`src/rtl/dram_test_seq_pkg.sv`:
```
// Shared types for the DRAM pattern tester.
// State encodings, pattern modes and request-word layout.
package dram_test_seq_pkg;

  typedef enum logic [2:0] {
    S_IDLE,
    S_WRITE,
    S_READ,
    S_NEXT,
    S_DONE
  } state_t;

  localparam logic [1:0] MODE_ADDR    = 2'd0;
  localparam logic [1:0] MODE_NADDR   = 2'd1;
  localparam logic [1:0] MODE_ONEHOT  = 2'd2;
  localparam logic [1:0] MODE_CHECKER = 2'd3;

  localparam int REQ_WR_BIT   = 0;
  localparam int REQ_ADDR_LSB = 1;

endpackage

```
`src/rtl/dram_test_pattern.sv`:
```
// Combinational test-pattern generator.
// Odd passes invert every bit of the base pattern.
module dram_test_pattern
  import dram_test_seq_pkg::*;
#(
  parameter int PAGE_LEN = 32,
  parameter int ADDR_W   = 1
) (
  input  logic [ADDR_W-1:0]   addr,
  input  logic                pass_odd,
  input  logic [1:0]          mode,
  output logic [PAGE_LEN-1:0] pattern
);

  localparam int SW = $clog2(PAGE_LEN);

  logic [ADDR_W-1:0]   addr_n;
  logic [SW-1:0]       sh;
  logic [PAGE_LEN-1:0] base;

  assign addr_n = ~addr;
  assign sh     = SW'(addr);

  always_comb begin
    base = '0;
    unique case (mode)
      MODE_ADDR:    base = PAGE_LEN'(addr);
      MODE_NADDR:   base = PAGE_LEN'(addr_n);
      MODE_ONEHOT:  base = PAGE_LEN'(1) << sh;
      MODE_CHECKER: base = addr[0] ? {(PAGE_LEN/2){2'b10}}
                                   : {(PAGE_LEN/2){2'b01}};
      default:      base = '0;
    endcase
    pattern = base ^ {PAGE_LEN{pass_odd}};
  end

endmodule

```
`src/rtl/dram_test_seq.sv`:
```
// Multi-pass write-then-verify DRAM pattern tester.
// Drives request/write-data FIFOs and checks show-ahead read data.
module dram_test_seq
  import dram_test_seq_pkg::*;
#(
  parameter int LOG_DRAM_SIZE   = 6,
  parameter int PAGE_LEN        = 32,
  parameter int LOG_ADDR_SIZE   = LOG_DRAM_SIZE - $clog2(PAGE_LEN),
  parameter int LOG_REQ_SIZE    = 1 + LOG_ADDR_SIZE,
  parameter int MAX_OUTSTANDING = 4,
  parameter int ERR_CNT_W       = 16
) (
  input  logic                     clk,
  input  logic                     rst,
  input  logic                     start,
  input  logic [1:0]               mode,
  input  logic [3:0]               passes,
  output logic                     frq_write_en,
  output logic [LOG_REQ_SIZE-1:0]  frq_write_data,
  input  logic                     frq_full,
  output logic                     fout_write_en,
  output logic [PAGE_LEN-1:0]      fout_write_data,
  input  logic                     fout_full,
  output logic                     fin_read_en,
  input  logic [PAGE_LEN-1:0]      fin_read_data,
  input  logic                     fin_empty,
  output logic                     busy,
  output logic                     done,
  output logic                     error,
  output logic [ERR_CNT_W-1:0]     err_count,
  output logic [LOG_ADDR_SIZE-1:0] first_err_addr
);

  localparam int OW = $clog2(MAX_OUTSTANDING + 1);
  localparam logic [OW-1:0] OMAX = OW'(MAX_OUTSTANDING);

  typedef logic [LOG_ADDR_SIZE-1:0] addr_t;
  localparam addr_t ADDR_LAST = '1;

  state_t              state_q, state_d;
  logic [1:0]          mode_q, mode_d;
  logic [3:0]          last_q, last_d;
  logic [3:0]          pass_q, pass_d;
  addr_t               wr_q, wr_d;
  addr_t               rd_q, rd_d;
  addr_t               cmp_q, cmp_d;
  addr_t               ferr_q, ferr_d;
  logic                iss_q, iss_d;
  logic [OW-1:0]       out_q, out_d;
  logic                err_q, err_d;
  logic [ERR_CNT_W-1:0] cnt_q, cnt_d;
  logic                frq_en_d, fout_en_d;
  logic [LOG_REQ_SIZE-1:0] frq_dat_d;
  logic [PAGE_LEN-1:0] fout_dat_d;
  logic [PAGE_LEN-1:0] wr_pat, cmp_pat;
  logic                rd_go;

  dram_test_pattern #(.PAGE_LEN(PAGE_LEN), .ADDR_W(LOG_ADDR_SIZE)) u_wr_pat (
    .addr(wr_q), .pass_odd(pass_q[0]), .mode(mode_q), .pattern(wr_pat)
  );

  dram_test_pattern #(.PAGE_LEN(PAGE_LEN), .ADDR_W(LOG_ADDR_SIZE)) u_cmp_pat (
    .addr(cmp_q), .pass_odd(pass_q[0]), .mode(mode_q), .pattern(cmp_pat)
  );

  assign fin_read_en    = (state_q == S_READ) && !fin_empty && (out_q != '0);
  assign busy           = state_q inside {S_WRITE, S_READ, S_NEXT};
  assign done           = state_q == S_DONE;
  assign error          = err_q;
  assign err_count      = cnt_q;
  assign first_err_addr = ferr_q;

  always_comb begin
    state_d    = state_q;
    mode_d     = mode_q;
    last_d     = last_q;
    pass_d     = pass_q;
    wr_d       = wr_q;
    rd_d       = rd_q;
    cmp_d      = cmp_q;
    ferr_d     = ferr_q;
    iss_d      = iss_q;
    out_d      = out_q;
    err_d      = err_q;
    cnt_d      = cnt_q;
    frq_en_d   = 1'b0;
    fout_en_d  = 1'b0;
    frq_dat_d  = frq_write_data;
    fout_dat_d = fout_write_data;
    rd_go      = 1'b0;
    unique case (state_q)
      S_IDLE, S_DONE: begin
        if (start) begin
          state_d = S_WRITE;
          mode_d  = mode;
          last_d  = (passes == 4'd0) ? 4'd0 : passes - 4'd1;
          pass_d  = '0;
          wr_d    = '0;
          rd_d    = '0;
          cmp_d   = '0;
          ferr_d  = '0;
          iss_d   = 1'b0;
          out_d   = '0;
          err_d   = 1'b0;
          cnt_d   = '0;
        end
      end
      S_WRITE: begin
        if (!frq_full && !fout_full) begin
          frq_en_d  = 1'b1;
          fout_en_d = 1'b1;
          frq_dat_d = '0;
          frq_dat_d[REQ_WR_BIT] = 1'b1;
          frq_dat_d[REQ_ADDR_LSB +: LOG_ADDR_SIZE] = wr_q;
          fout_dat_d = wr_pat;
          wr_d = wr_q + 1'b1;
          if (wr_q == ADDR_LAST) state_d = S_READ;
        end
      end
      S_READ: begin
        rd_go = !frq_full && (out_q < OMAX) && !iss_q;
        if (rd_go) begin
          frq_en_d  = 1'b1;
          frq_dat_d = '0;
          frq_dat_d[REQ_ADDR_LSB +: LOG_ADDR_SIZE] = rd_q;
          rd_d = rd_q + 1'b1;
          if (rd_q == ADDR_LAST) iss_d = 1'b1;
        end
        if (fin_read_en) begin
          cmp_d = cmp_q + 1'b1;
          if (fin_read_data != cmp_pat) begin
            err_d = 1'b1;
            if (cnt_q != '1) cnt_d = cnt_q + 1'b1;
            if (!err_q) ferr_d = cmp_q;
          end
          if (cmp_q == ADDR_LAST)
            state_d = (pass_q == last_q) ? S_DONE : S_NEXT;
        end
        if (rd_go && !fin_read_en)
          out_d = out_q + 1'b1;
        else if (!rd_go && fin_read_en)
          out_d = out_q - 1'b1;
      end
      S_NEXT: begin
        pass_d  = pass_q + 4'd1;
        wr_d    = '0;
        rd_d    = '0;
        cmp_d   = '0;
        iss_d   = 1'b0;
        out_d   = '0;
        state_d = S_WRITE;
      end
      default: state_d = S_IDLE;
    endcase
  end

  always_ff @(posedge clk or posedge rst) begin
    if (rst) begin
      state_q         <= S_IDLE;
      mode_q          <= '0;
      last_q          <= '0;
      pass_q          <= '0;
      wr_q            <= '0;
      rd_q            <= '0;
      cmp_q           <= '0;
      ferr_q          <= '0;
      iss_q           <= 1'b0;
      out_q           <= '0;
      err_q           <= 1'b0;
      cnt_q           <= '0;
      frq_write_en    <= 1'b0;
      fout_write_en   <= 1'b0;
      frq_write_data  <= '0;
      fout_write_data <= '0;
    end else begin
      state_q         <= state_d;
      mode_q          <= mode_d;
      last_q          <= last_d;
      pass_q          <= pass_d;
      wr_q            <= wr_d;
      rd_q            <= rd_d;
      cmp_q           <= cmp_d;
      ferr_q          <= ferr_d;
      iss_q           <= iss_d;
      out_q           <= out_d;
      err_q           <= err_d;
      cnt_q           <= cnt_d;
      frq_write_en    <= frq_en_d;
      fout_write_en   <= fout_en_d;
      frq_write_data  <= frq_dat_d;
      fout_write_data <= fout_dat_d;
    end
  end

endmodule

```
`config.mk`:
```
export PLATFORM = sky130hd
export DESIGN_NAME = dram_test_seq
export DESIGN_NICKNAME = d
export VERILOG_FILES = /design/src/rtl/dram_test_seq_pkg.sv /design/src/rtl/dram_test_pattern.sv /design/src/rtl/dram_test_seq.sv
export SDC_FILE = /design/constraint.sdc
export NUM_CORES = 1
export LEC_CHECK = 0
export ABC_AREA = 1
export CAP_MARGIN = 40
export CORE_MARGIN = 8
export CORE_UTILIZATION = 40
export CTS_BUF_LIST = sky130_fd_sc_hd__clkbuf_8
export CTS_CLUSTER_SIZE = 40
export DETAILED_ROUTE_END_ITERATION = 8
export PLACE_DENSITY = 0.71
export SLEW_MARGIN = 5
export SYNTH_ARGS = -nofsm -noshare
export SYNTH_HDL_FRONTEND = slang
export SYNTH_SLANG_ARGS = --single-unit
```
`constraint.sdc`:
```
create_clock -name clk -period 4.9 [get_ports clk]
set_input_delay 0.49 -clock clk [delete_from_list [all_inputs] [get_ports clk]]
set_output_delay 0.49 -clock clk [all_outputs]
set_load 0.1 [all_outputs]
```
Yosys cells after proc, flatten, opt, wreduce, memory -nomap -nowiden
Index checks and enable logic that the tools add are counted.
{ "classes": {"n_addsub": 8, "mux": 47, "n_lt_le_gt_ge": 1, "bitwise_logic": 4, "shifts": 2, "n_eq_ne": 21, "reduce_logical": 37} }
{ "ops": {"columns": ["operator", "n"], "rows": [
  ["$pmux 32 s4", 2],
  ["$mux 16", 4],
  ["$mux 32", 2],
  ["$shl 1x1->32 const A", 2],
  ["$xor 32x32->32", 2],
  ["$ne 32x32->1", 1],
  ["$pmux 16 s2", 1],
  ["$mux 3", 9],
  ["$add 16x1->16 const B", 1],
  ["$ne 16x16->1 const B", 1],
  ["$reduce_and 3->1", 5],
  ["$reduce_and 5->1", 3],
  ["$mux 1", 14],
  ["$ne 2x2->1 const B", 6],
  ["$pmux 1 s3", 4],
  ["$pmux 3 s4", 1],
  ["$reduce_bool 3->1", 4],
  ["$pmux 3 s3", 1],
  ["$mux 4", 2],
  ["$ne 2x1->1 const B", 4],
  ["$pmux 4 s2", 1],
  ["$reduce_and 4->1", 2],
  ["$logic_and 1x1->1", 7],
  ["$eq 3x2->1 const B", 2],
  ["23 further kinds", 39]
]} }
{ "word_totals": {"regBits": 74, "out_inout_bits": 57, "inputBits": 44} }

Longest topological paths before layout
Gate-level depths: netlist (run 1).
{ "depth": {"word_depth": 8, "mapped_depth": 14} }

Modules after synthesis
Synthesis (run 1) repeated with hierarchy kept, for this count alone.
{ "hier_totals": {"hier_cells": 647, "hier_area_um2": 4699.5} }
{ "by_module_without_submodules": {"columns": ["mod", "cells_per_inst", "instances", "area_per_inst_um2", "seq_area_each_um2"], "rows": [
  ["dram_test_seq", 545, 1, 4068.9, 1851.8],
  ["dram_test_pattern", 51, 2, 315.3, 0.0]
]} }

Least setup slack after synthesis (run 1)
No wires, ideal clock.
{ "synth_timing": {"path_type": "register to output", "from": "register state_q[0]", "to": "output port done", "path_buffers": 0, "setup_slack_ns": 2.436, "arrival_time_ns": 1.974, "path_stages_with_launch": 4, "path_cell_list": "dfrtp_1 > nor2_1 > inv_1 > nor2_1"} }
{ "synth_between": {"elab_chain_len": 1} }
{ "synth_rtl": {"columns": ["item", "line_no", "text"], "rows": [
  ["start, declared", "dram_test_seq.sv:40", "state_t state_q, state_d;"],
  ["start signal, assigned", "dram_test_seq.sv:176", "state_q <= state_d;"],
  ["$eq 3x3->1", "dram_test_seq.sv:68", "assign done = state_q == S_DONE;"],
  ["end, declared", "dram_test_seq.sv:28", "output logic done,"]
]} }
No other way between the ends.

Worst setup path in the final report (run 1)
{ "layout_timing": {"from": "register state_q[2]", "to": "output port fin_read_en"} }
{ "layout_between": {"elab_chain_len": 3} }
{ "layout_rtl": {"columns": ["item", "line_no", "text"], "rows": [
  ["$eq 3x2->1", "dram_test_seq.sv:66", "assign fin_read_en = (state_q == S_READ) && !fin_empty && (out_q != '0);"],
  ["$logic_and 1x1->1 (2 in a row)", "dram_test_seq.sv:66", null],
  ["end, declared", "dram_test_seq.sv:24", "output logic fin_read_en,"]
]} }
No other way between the ends.

==> results of run 1 <==
## worst reg2reg max path: stages (launching register included)
cell,delay (ns)
dfrtp_1,0.64
inv_1,0.29
nand2_1,0.15
nand2_1,0.06
nand2_1,0.07
nand3_1,0.06
nand2_1,0.06
inv_1,0.04
nand2_1,0.05
nor2_1,0.04
nand2_1,0.49
nand3_2,0.46
nand2_1,0.17
nand2_1,0.07
## cell families (layout without fill, tap and decap cells)
group	count (synthesis)	in the layout
buf+inv	92	217
simple gates	290	290
fa+ha+maj	3	3
xor+xnor	16	16
compound gates	47	47
flops	46	46
## cell type report
type / count / area [um^2] / share of cell area [%]
flip-flops and latches: 46 / 1150 / 22.1
clock inverters: 3 / 17.5 / 0.336
multi-input cells: 356 / 1710 / 32.8
clock buffers: 5 / 68.8 / 1.32
repair buffers: 158 / 1940 / 37.2
well taps: 105 / 131 / 2.52
inverters: 51 / 191 / 3.68
## sequential cells by signal (all words and copies together) (netlist names)
name / cells
err_count: 16
fout_write_data: 4
last_q: 4
pass_q: 4
out_q: 3
state_q: 3
frq_write_data: 2
mode_q: 2
cmp_q: 1
error: 1
first_err_addr: 1
fout_write_en: 1
frq_write_en: 1
iss_q: 1
rd_q: 1
wr_q: 1
## synthesized netlist by cell type, drive strengths merged
library cell / n / share of area, %
xnor2: 8 / 2.1
a21oi: 13 / 1.9
clkbuf: 3 / 0.34
a31oi: 1 / 0.19
o31ai: 3 / 0.67
nand2: 136 / 15
a211oi: 1 / 0.37
nor3b: 2 / 0.45
nand3: 30 / 4.8
xor2: 8 / 2.1
o22ai: 1 / 0.19
inv: 51 / 5.7
dfrtp: 46 / 34
nor3: 7 / 1.5
and2: 1 / 0.19
nor2: 88 / 11
ha: 2 / 0.75
o21ai: 28 / 4.3
buf: 38 / 8.7
nand4: 26 / 4.9
fa: 1 / 0.60
## report_power, final
group / internal, mW / switching (mW) / total [mW]
sequential: 0.488 / 0.147 / 0.635
clock: 0.0989 / 0.135 / 0.234
combinational: 0.978 / 1.90 / 2.88
total: 1.56 / 2.18 / 3.75
## final timing paths
| kind | end | depth (start not counted) | start | slack (ns) |
|---|---|---|---|---|
| worst max-delay path | fin_read_en | 7 | state_q[2]$_DFFE_PP0P_ | 2.16 |
| worst min-delay path | pass_q[3]$_DFFE_PP0P_ | 1 | pass_q[3]$_DFFE_PP0P_ | 0.49 |
| worst max register to register | err_count[0]$_DFFE_PP0P_ | 13 | pass_q[0]$_DFFE_PP0P_ | 2.16 |
| worst min register to register | pass_q[3]$_DFFE_PP0P_ | 1 | pass_q[3]$_DFFE_PP0P_ | 0.49 |
| max in group asynchronous | mode_q[1]$_DFFE_PP0P_ | 3 | rst | 3.84 |
| min in group asynchronous | err_count[7]$_DFFE_PP0P_ | 3 | rst | 0.64 |
## metrics by stage
step | utilization, % | power [mW] | worst slack (ns) | std cells
after global routing | 63.7 | 3.93 | 1.88 | 724
after floorplan | - | 2.61 | 2.44 | 494
after detailed placement | 62.6 | 3.54 | 2.16 | 716
final | 63.7 | 3.75 | 2.16 | 724
after global placement | 51.3 | 2.90 | 2.09 | 659
after CTS | 63.7 | 3.78 | 2.13 | 724
## per-layer routing
layer  wire length, um  track usage [%]
met4               112             3.67
met1              4200             19.4
met3               567             2.51
met2              4850             30.8
met5                 0                0
==> out/metrics.yaml, run 1 <==
placement:
  io_buffers: 100
  hpwl_mm: 7.83
  placed_area_mm2: 0.00512
  gp_routability_congestion: 0.882
drt:
  postRouteAntennaNets: 0
  vias_per_cell: 4.84
  dr.pass1.iters: 4
  wl_per_cell_um: 13.4
  wirelength_mm: 9.73
  num_vias: 3504
  drc: 0
  drt_iter0_markers: 169
synthesis:
  synth.distinct_cells: 30
  ys_ff_latch: 46
  synth_xor_xnor_area_share_pct: 4.18
  synth_simple_gate_area_share_pct: 37.8
  syn_area_mm2: 0.00335
  synth-warning-count: 0
  synth_fa_ha_area_share_pct: 1.34
  avgSynthCellArea_um2: 6.79
  synth_cells: 494
  muxShareOfSynthArea_pct: 0
  syn_nets: 541
  seq_area_frac_synth_pct: 34.3
  synth_top_family_by_area: "simple AND/OR/NAND/NOR gates"
  synth_compound_area_share_pct: 7.65
final_layout:
  nFillCells: 716
  final_cell_mix: "nand2_1 (133), clkdlybuf4s50_1 (100), nor2_1 (85)"
  final_common_cell: "nand2_1"
  final_nets: 665
  antennaDiodeCount: 0
  layout-drive-gt1-share_pct: 13.1
  stdcell_area_mm2: 0.00521
  syn_to_final_growth_pct: 55.3
grt:
  grt_antenna_before_repair: 0
  gr-total-overflow: 0
  grt_pass1_wl_mm: 16.1
  grt_pass1_vias: 3486
  track_usage_pct: 16.6
  grt_max_degree: 47
clocking:
  post_cts_buffers: 0
  root_buffer: "clkbuf_8"
  insertion_delay_ns: 0.31
  cts.sinks: 46
  cts_buffers: 5
  cts_tree: "built"
  cts_buffer_depth: 2
  h-tree-depth: 2
  postCtsHoldBufs: 0
  cts_resized: 0
  clk_pin_slew_ns: 0.09
worst_setup_path:
  cp-start-kind: "register"
  end_kind: "output port"
  cp.arrival_ns: 2.25
  critical-path-top-delay-family: "buffers and inverters"
  cp.required_ns: 4.41
  cp_cell_sequence: "nor2_4 > nand2_2 > nor2_1 > nand2_1 > inv_1 > clkdlybuf4s50_1 > buf_8"
  worstSetupPathType: "register to output port"
  worst-path-max-fanout: 24
  crit_path_max_incr_delay_ns: 0.51
  crit_slowest_cell: "clkdlybuf4s50_1"
  cp.buffers_inverters: 3
sta:
  setup_violations: 0
  clock_skew_ns: 0.0133
  relSlewSlack_pct: 55.0
  report.final.slew_viol_count: 0
  max_freq_mhz: 365
  min_period_ns: 2.74
  rsz0062_at_grt: "no"
  hold_viol_final: 0
  hold_slack_ns: 0.491
  timing.final.crit_share_pct: 55.9
  max_slew.worst_pin.slew_ns: 0.673
  tns_ns: 0
pwr:
  peakVddDrop_mv: 0.583
  p_leak_nw: 2.37
  p_per_area_mw_per_mm2: 719
min_path:
  hp-class: "register to register"
die:
  rows: 33
  pin_count: 101
  fp.dieW_um: 108
  core-area_mm2: 0.00818
  initial_core_util_pct: 41.0
  die_h_um: 108
  die_area_mm2: 0.0116
outcome:
  status: "complete, no violations"
flow_run:
  drv_cap: 0
(Power assumes the default switching activity.)
==> run 2, diff against run 1 <==
--- a/config.mk
+++ b/config.mk
@@ -12,7 +12,7 @@
 export CTS_BUF_LIST = sky130_fd_sc_hd__clkbuf_8
 export CTS_CLUSTER_SIZE = 40
 export DETAILED_ROUTE_END_ITERATION = 8
-export PLACE_DENSITY = 0.71
+export PLACE_DENSITY = 0.73
 export SLEW_MARGIN = 5
 export SYNTH_ARGS = -nofsm -noshare
 export SYNTH_HDL_FRONTEND = slang
==> constraint.sdc (replaced) <==
create_clock -name clk -period 2.4 [get_ports clk]
set_input_delay 0.24 -clock clk [delete_from_list [all_inputs] [get_ports clk]]
set_output_delay 0.24 -clock clk [all_outputs]
set_load 0.1 [all_outputs]
==> run 2 against run 1 <==
  * Final cell count fell by 6.8%
  * Register-to-register slack got worse by 1.8 ns
  * Via count fell by 5.3%
  * Die area did not move
  * Count of clock-buffer cells in the layout did not move
  * Global-route usage fell by 1.6 points
==> out/metrics.yaml, run 2 (synthesized netlist as in run 1, its figures left out) <==
grt:
  gr-total-overflow: 0  # unchanged
  track_usage_pct: 15.0  # -1.6 points
  grt_max_degree: 47  # unchanged
  grt_pass1_wl_mm: 14.6  # -9.3%
  grt_antenna_before_repair: 0  # unchanged
  grt_pass1_vias: 3172  # -9.0%
final_layout:
  final_common_cell: "nand2_1"
  layout-drive-gt1-share_pct: 16.0  # +2.9 points
  final_cell_mix: "nand2_1 (133), nor2_1 (85), buf_4 (65)"
  fin_cells: 675  # -6.8%
  final_nets: 616  # -7.4%
  syn_to_final_growth_pct: 26.5
  antennaDiodeCount: 0  # unchanged
  largest_reg_flops: 16  # unchanged
clocking:
  cts.sinks: 46  # unchanged
  clk_pin_slew_ns: 0.09  # about the same
  cts_buffer_depth: 2  # unchanged
  root_buffer: "clkbuf_8"
  h-tree-depth: 2  # unchanged
  cts_tree: "built"
  cts_buffers: 5  # unchanged
  insertion_delay_ns: 0.30  # about the same
drt:
  wirelength_mm: 8.67  # -11%
  num_vias: 3318  # -5.3%
  wl_per_cell_um: 12.8  # -4.4%
  vias_per_cell: 4.92  # +1.6%
  drt_iter0_markers: 191  # +13%
  postRouteAntennaNets: 0  # unchanged
  dr.pass1.iters: 4  # unchanged
  drc: 0  # unchanged
min_path:
  hp-class: "input pin to asynchronous set/reset pin"
placement:
  io_buffers: 100  # unchanged
  hpwl_mm: 6.87  # -12%
  dp_cells: 667  # -6.8%
  gp_routability_congestion: 0.856  # -3.0%
sta:
  hold_viol_final: 0  # unchanged
  min_period_ns: 2.04
  hold_slack_ns: 0.393  # -0.0979 ns
  max_freq_mhz: 491
  relSlewSlack_pct: 61.1  # +6.1 points
  rsz0062_at_grt: "no"
  report.final.slew_viol_count: 0  # unchanged
  timing.final.crit_share_pct: 84.9
  clock_skew_ns: 0.00432  # -0.00899 ns
  max_slew.worst_pin.slew_ns: 0.583  # -0.0894 ns
  tns_ns: 0  # unchanged
  setup_violations: 0  # unchanged
die:
  die_area_mm2: 0.0116  # unchanged
  fp.dieW_um: 108  # unchanged
  rows: 33  # unchanged
  core-area_mm2: 0.00818  # unchanged
  die_h_um: 108  # unchanged
  initial_core_util_pct: 41.0  # unchanged
  pin_count: 101  # unchanged
flow_run:
  drv_cap: 0  # unchanged
worst_setup_path:
  cp.required_ns: 2.60  # -1.81 ns
  cp-start-kind: "register"
  worst-path-max-fanout: 16  # -33%
  cp.arrival_ns: 2.23  # -0.02 ns
  worstSetupPathType: "register to register"
  end_kind: "register"
outcome:
  status: "complete, no violations"
## run 2: changes by cell type in the layout (fill, tap and decap cells not counted), moves of 2 or more
cell             change
clkdlybuf4s50_1     -57
buf_4               +64
dfrtp_2              +2
buf_16               -6
buf_8               -51
dfrtp_1              -2
## run 2: worst max-delay path: stages, from the launching register on
cell     delay, ns
dfrtp_1       0.39
inv_1         0.25
nand4_1       0.16
nand2_1       0.12
nand2_1       0.05
nand2_1       0.05
inv_1         0.04
nand2_1       0.05
nor2_1        0.04
nand2_1       0.31
nand3_4       0.27
nand2_1       0.13
nand2_1       0.06
## run 2: final timing paths
| path | to | start | slack [ns] | cells past startpoint |
|---|---|---|---|---|
| min in group clk | first_err_addr$_DFFE_PP0P_ | first_err_addr$_DFFE_PP0P_ | 0.48 | 2 |
| min | frq_write_data[0]$_DFFE_PP0P_ | rst | 0.39 | 3 |
| max in group asynchronous | err_count[0]$_DFFE_PP0P_ | rst | 1.59 | 3 |
| min reg2reg | first_err_addr$_DFFE_PP0P_ | first_err_addr$_DFFE_PP0P_ | 0.48 | 2 |
| max reg2reg | err_count[11]$_DFFE_PP0P_ | pass_q[0]$_DFFE_PP0P_ | 0.36 | 12 |
| max | err_count[11]$_DFFE_PP0P_ | pass_q[0]$_DFFE_PP0P_ | 0.36 | 12 |
## run 2: metal layers
layer | track usage [%] | up-vias | share of wire, %
li1 | - | 1704 | -
met1 | 18.7 | 1509 | 43
met2 | 25.7 | 100 | 48
met3 | 2.99 | 5 | 7.4
met4 | 4.16 | 0 | 0.96
met5 | 0 | - | 0
## run 2: timing repair
item,4_1_cts,5_1_grt
buffers inserted,0,0
endpoints found under the setup margin,0,10
resized for setup,0,1
hold buffers,0,0
## run 2: cell type report
class / instances / area (um^2)
clock buffer: 5 / 68.8
sequential: 46 / 1150
clock inverter: 3 / 37.5
tap: 105 / 131
inverter: 51 / 195
multi-input combinational: 356 / 1720
timing repair buffer: 109 / 938
fill: 785 / 3940
## run 2: through the flow
step	util [%]	setup slack (ns)	area, um^2
after floorplan	-	0.0657	3360
after global placement	50.5	0.230	4130
after detailed placement	50.5	0.180	4130
after CTS	51.8	0.249	4230
after global routing	51.9	0.0868	4240
final	51.9	0.362	4240
Power of run 2 is not shown: default switching activity piles up to over one toggle a cycle in this logic, so the estimate is an artifact.
==> run 3, diff against run 2 <==
==> constraint.sdc (replaced) <==
create_clock -name clk -period 1.6 [get_ports clk]
set_input_delay 0.16 -clock clk [delete_from_list [all_inputs] [get_ports clk]]
set_output_delay 0.16 -clock clk [all_outputs]
set_load 0.1 [all_outputs]
==> run 3 against run 2 <==
  * Count of clock-buffer cells in the layout rose by 2
  * Final cell count rose by 10%
  * Wire length rose by 24%
  * The flow now finishes with violations (setup timing)
  * Worst hold slack got worse by 0.18 ns
  * Final area rose by 37%
  * Utilization rose by 19 points
  * Clock skew rose by 0.00084 ns
==> out/metrics.yaml, run 3 (synthesized netlist as in run 1, its figures left out) <==
worst_setup_path:
  r2r_slack_ns: -0.21  # -0.57 ns
  cp.arrival_ns: 1.70  # -0.53 ns
  worstSetupPathType: "register to output port"
  crit_start: "out_q[0]$_DFFE_PP0P_"
  worstReg2RegStart: "state_q[2]$_DFFE_PP0P_"
  rr_endpoint: "err_count[4]$_DFFE_PP0P_"
  worst-path-max-fanout: 2  # -14
  endpoint: "fin_read_en"
  end_kind: "output port"
  cp.required_ns: 1.44  # -1.16 ns
  reg2regPathDepth: 11  # -1
  cp-start-kind: "register"
drt:
  num_vias: 3820  # +15%
  drt_iter0_markers: 170  # -11%
  wirelength_mm: 10.8  # +24%
  vias_per_cell: 5.13  # +4.5%
  postRouteAntennaNets: 0  # unchanged
  drc: 0  # unchanged
  wl_per_cell_um: 14.5  # +13%
  dr.pass1.iters: 6  # +2
placement:
  io_buffers: 100  # unchanged
  hpwl_mm: 7.87  # +15%
  post-place-ws_ns: -0.276  # -0.456 ns
  gp_routability_congestion: 0.897  # +4.8%
  placed_area_mm2: 0.00537  # +30%
clocking:
  root_buffer: "clkbuf_8"
  h-tree-depth: 2  # unchanged
  insertion_delay_ns: 0.30  # about the same
  cts_buffers: 5  # unchanged
  cts_buffer_depth: 2  # unchanged
  cts.sinks: 46  # unchanged
  cts_tree: "built"
  clk_pin_slew_ns: 0.09  # about the same
grt:
  grt_antenna_before_repair: 0  # unchanged
  grt_pass1_wl_mm: 16.9  # +16%
  grt_max_degree: 24  # -49%
  gr-total-overflow: 0  # unchanged
  grt_pass1_vias: 3668  # +16%
  track_usage_pct: 17.5  # +2.5 points
pwr:
  p_total_mw: 13.0
  p_per_area_mw_per_mm2: 2240
  peakVddDrop_mv: 1.83
  p_leak_nw: 2.66
final_layout:
  layout-drive-gt1-share_pct: 34.9  # +19 points
  syn_to_final_growth_pct: 73.5
  final_common_cell: "nand2_1"
  stdcell_area_mm2: 0.00582  # +37%
  nFillCells: 583  # -26%
  antennaDiodeCount: 0  # unchanged
  largest_reg_flops: 16  # unchanged
  final_nets: 685  # +11%
  final_cell_mix: "nand2_1 (123), nor2_1 (71), buf_12 (62)"
die:
  die_h_um: 108  # unchanged
  core-area_mm2: 0.00818  # unchanged
  fp.dieW_um: 108  # unchanged
  initial_core_util_pct: 41.0  # unchanged
  rows: 33  # unchanged
  die_area_mm2: 0.0116  # unchanged
  pin_count: 101  # unchanged
flow_run:
  drv_cap: 0  # unchanged
sta:
  timing.final.crit_share_pct: 116
  hold_viol_final: 0  # unchanged
  min_period_ns: 1.86
  setup_violations: 29  # +29
  tns_ns: -4.17  # -4.17 ns
  relSlewSlack_pct: 47.7  # -13 points
  max_freq_mhz: 537
  clock_skew_ns: 0.00516  # +0.000840 ns
  report.final.slew_viol_count: 0  # unchanged
  rsz0062_at_grt: "yes"
  setup_ws_ns: -0.263  # -0.625 ns
  max_slew.worst_pin.slew_ns: 0.780  # +0.197 ns
outcome:
  status: "finished, violations left"
  violations: "setup timing"
min_path:
  hp-class: "input pin to asynchronous set/reset pin"
run 3: cell count changes in the layout (fill, tap and decap cells not counted), moves of 7 or more:
cell and delta:
buf_12 +61, buf_6 +10, nor2_4 +7, inv_1 -7, nor2_2 +7, nand2_2 +7
dfrtp_2 +15, dfrtp_1 -20, nand2_1 -10, nor2_1 -14
run 3: cell type report:
cell class / instances / area (um^2) / area share (%)
inverter: 51 / 195 / 3.36
sequential: 46 / 1190 / 20.5
timing repair buffer: 177 / 2270 / 39.1
clock buffer: 7 / 96.3 / 1.66
tap: 105 / 131 / 2.26
multi-input combinational: 357 / 1920 / 33.0
clock inverter: 1 / 8.76 / 0.151
run 3: stage by stage:
stage | instances | utilization [%] | hold WS (ns)
after CTS | 738 | 68.7 | 0.243
final | 744 | 71.2 | 0.212
after global placement | 722 | 65.7 | 0.468
after floorplan | 494 | - | 0.257
after global routing | 744 | 71.2 | 0.257
after detailed placement | 722 | 65.7 | 0.483
run 3: how the worst min path moves through the flow:
stage                                startpoint                  endpoint  slack, ns  depth (start not counted)
after detailed placement  pass_q[3]$_DFFE_PP0P_     pass_q[3]$_DFFE_PP0P_       0.48                          1
after CTS                                   rst  err_count[0]$_DFFE_PP0P_       0.24                          2
final                                       rst  err_count[0]$_DFFE_PP0P_       0.21                          2
after global routing                        rst  err_count[0]$_DFFE_PP0P_       0.26                          2
after global placement         rd_q$_DFFE_PP0P_          rd_q$_DFFE_PP0P_       0.47                          2
after floorplan                        frq_full   fout_write_en$_DFF_PP0_       0.26                          1
run 3: repair_timing:
action	in CTS	in global routing
setup buffers	7	6
resized for setup	27	46
endpoints found under the hold margin	0	0
pin swaps	6	27
gates cloned	1	1
hold buffers	0	0
setup endpoints to repair	32	35
run 3: critical path: stages (launching register included):
cell and delay [ns]:
dfrtp_1 0.41, nor3_2 0.24, nor2_2 0.08, nand2_2 0.11, clkinvlp_4 0.14, buf_4 0.16, buf_6 0.11, buf_12 0.15
run 3: metal layers:
| layer | GRT usage (%) | up-vias | share of wire, % |
|---|---|---|---|
| met2 | 31.5 | 172 | 52 |
| met3 | 2.16 | 21 | 6.5 |
| li1 | - | 1849 | - |
| met1 | 21.5 | 1778 | 40 |
| met5 | 0 | - | 0 |
| met4 | 4.26 | 0 | 1.6 |
run 3: power breakdown:
part / internal, mW / switching, mW
registers: 1.53 / 0.376
logic: 3.83 / 6.49
clock network: 0.397 / 0.421
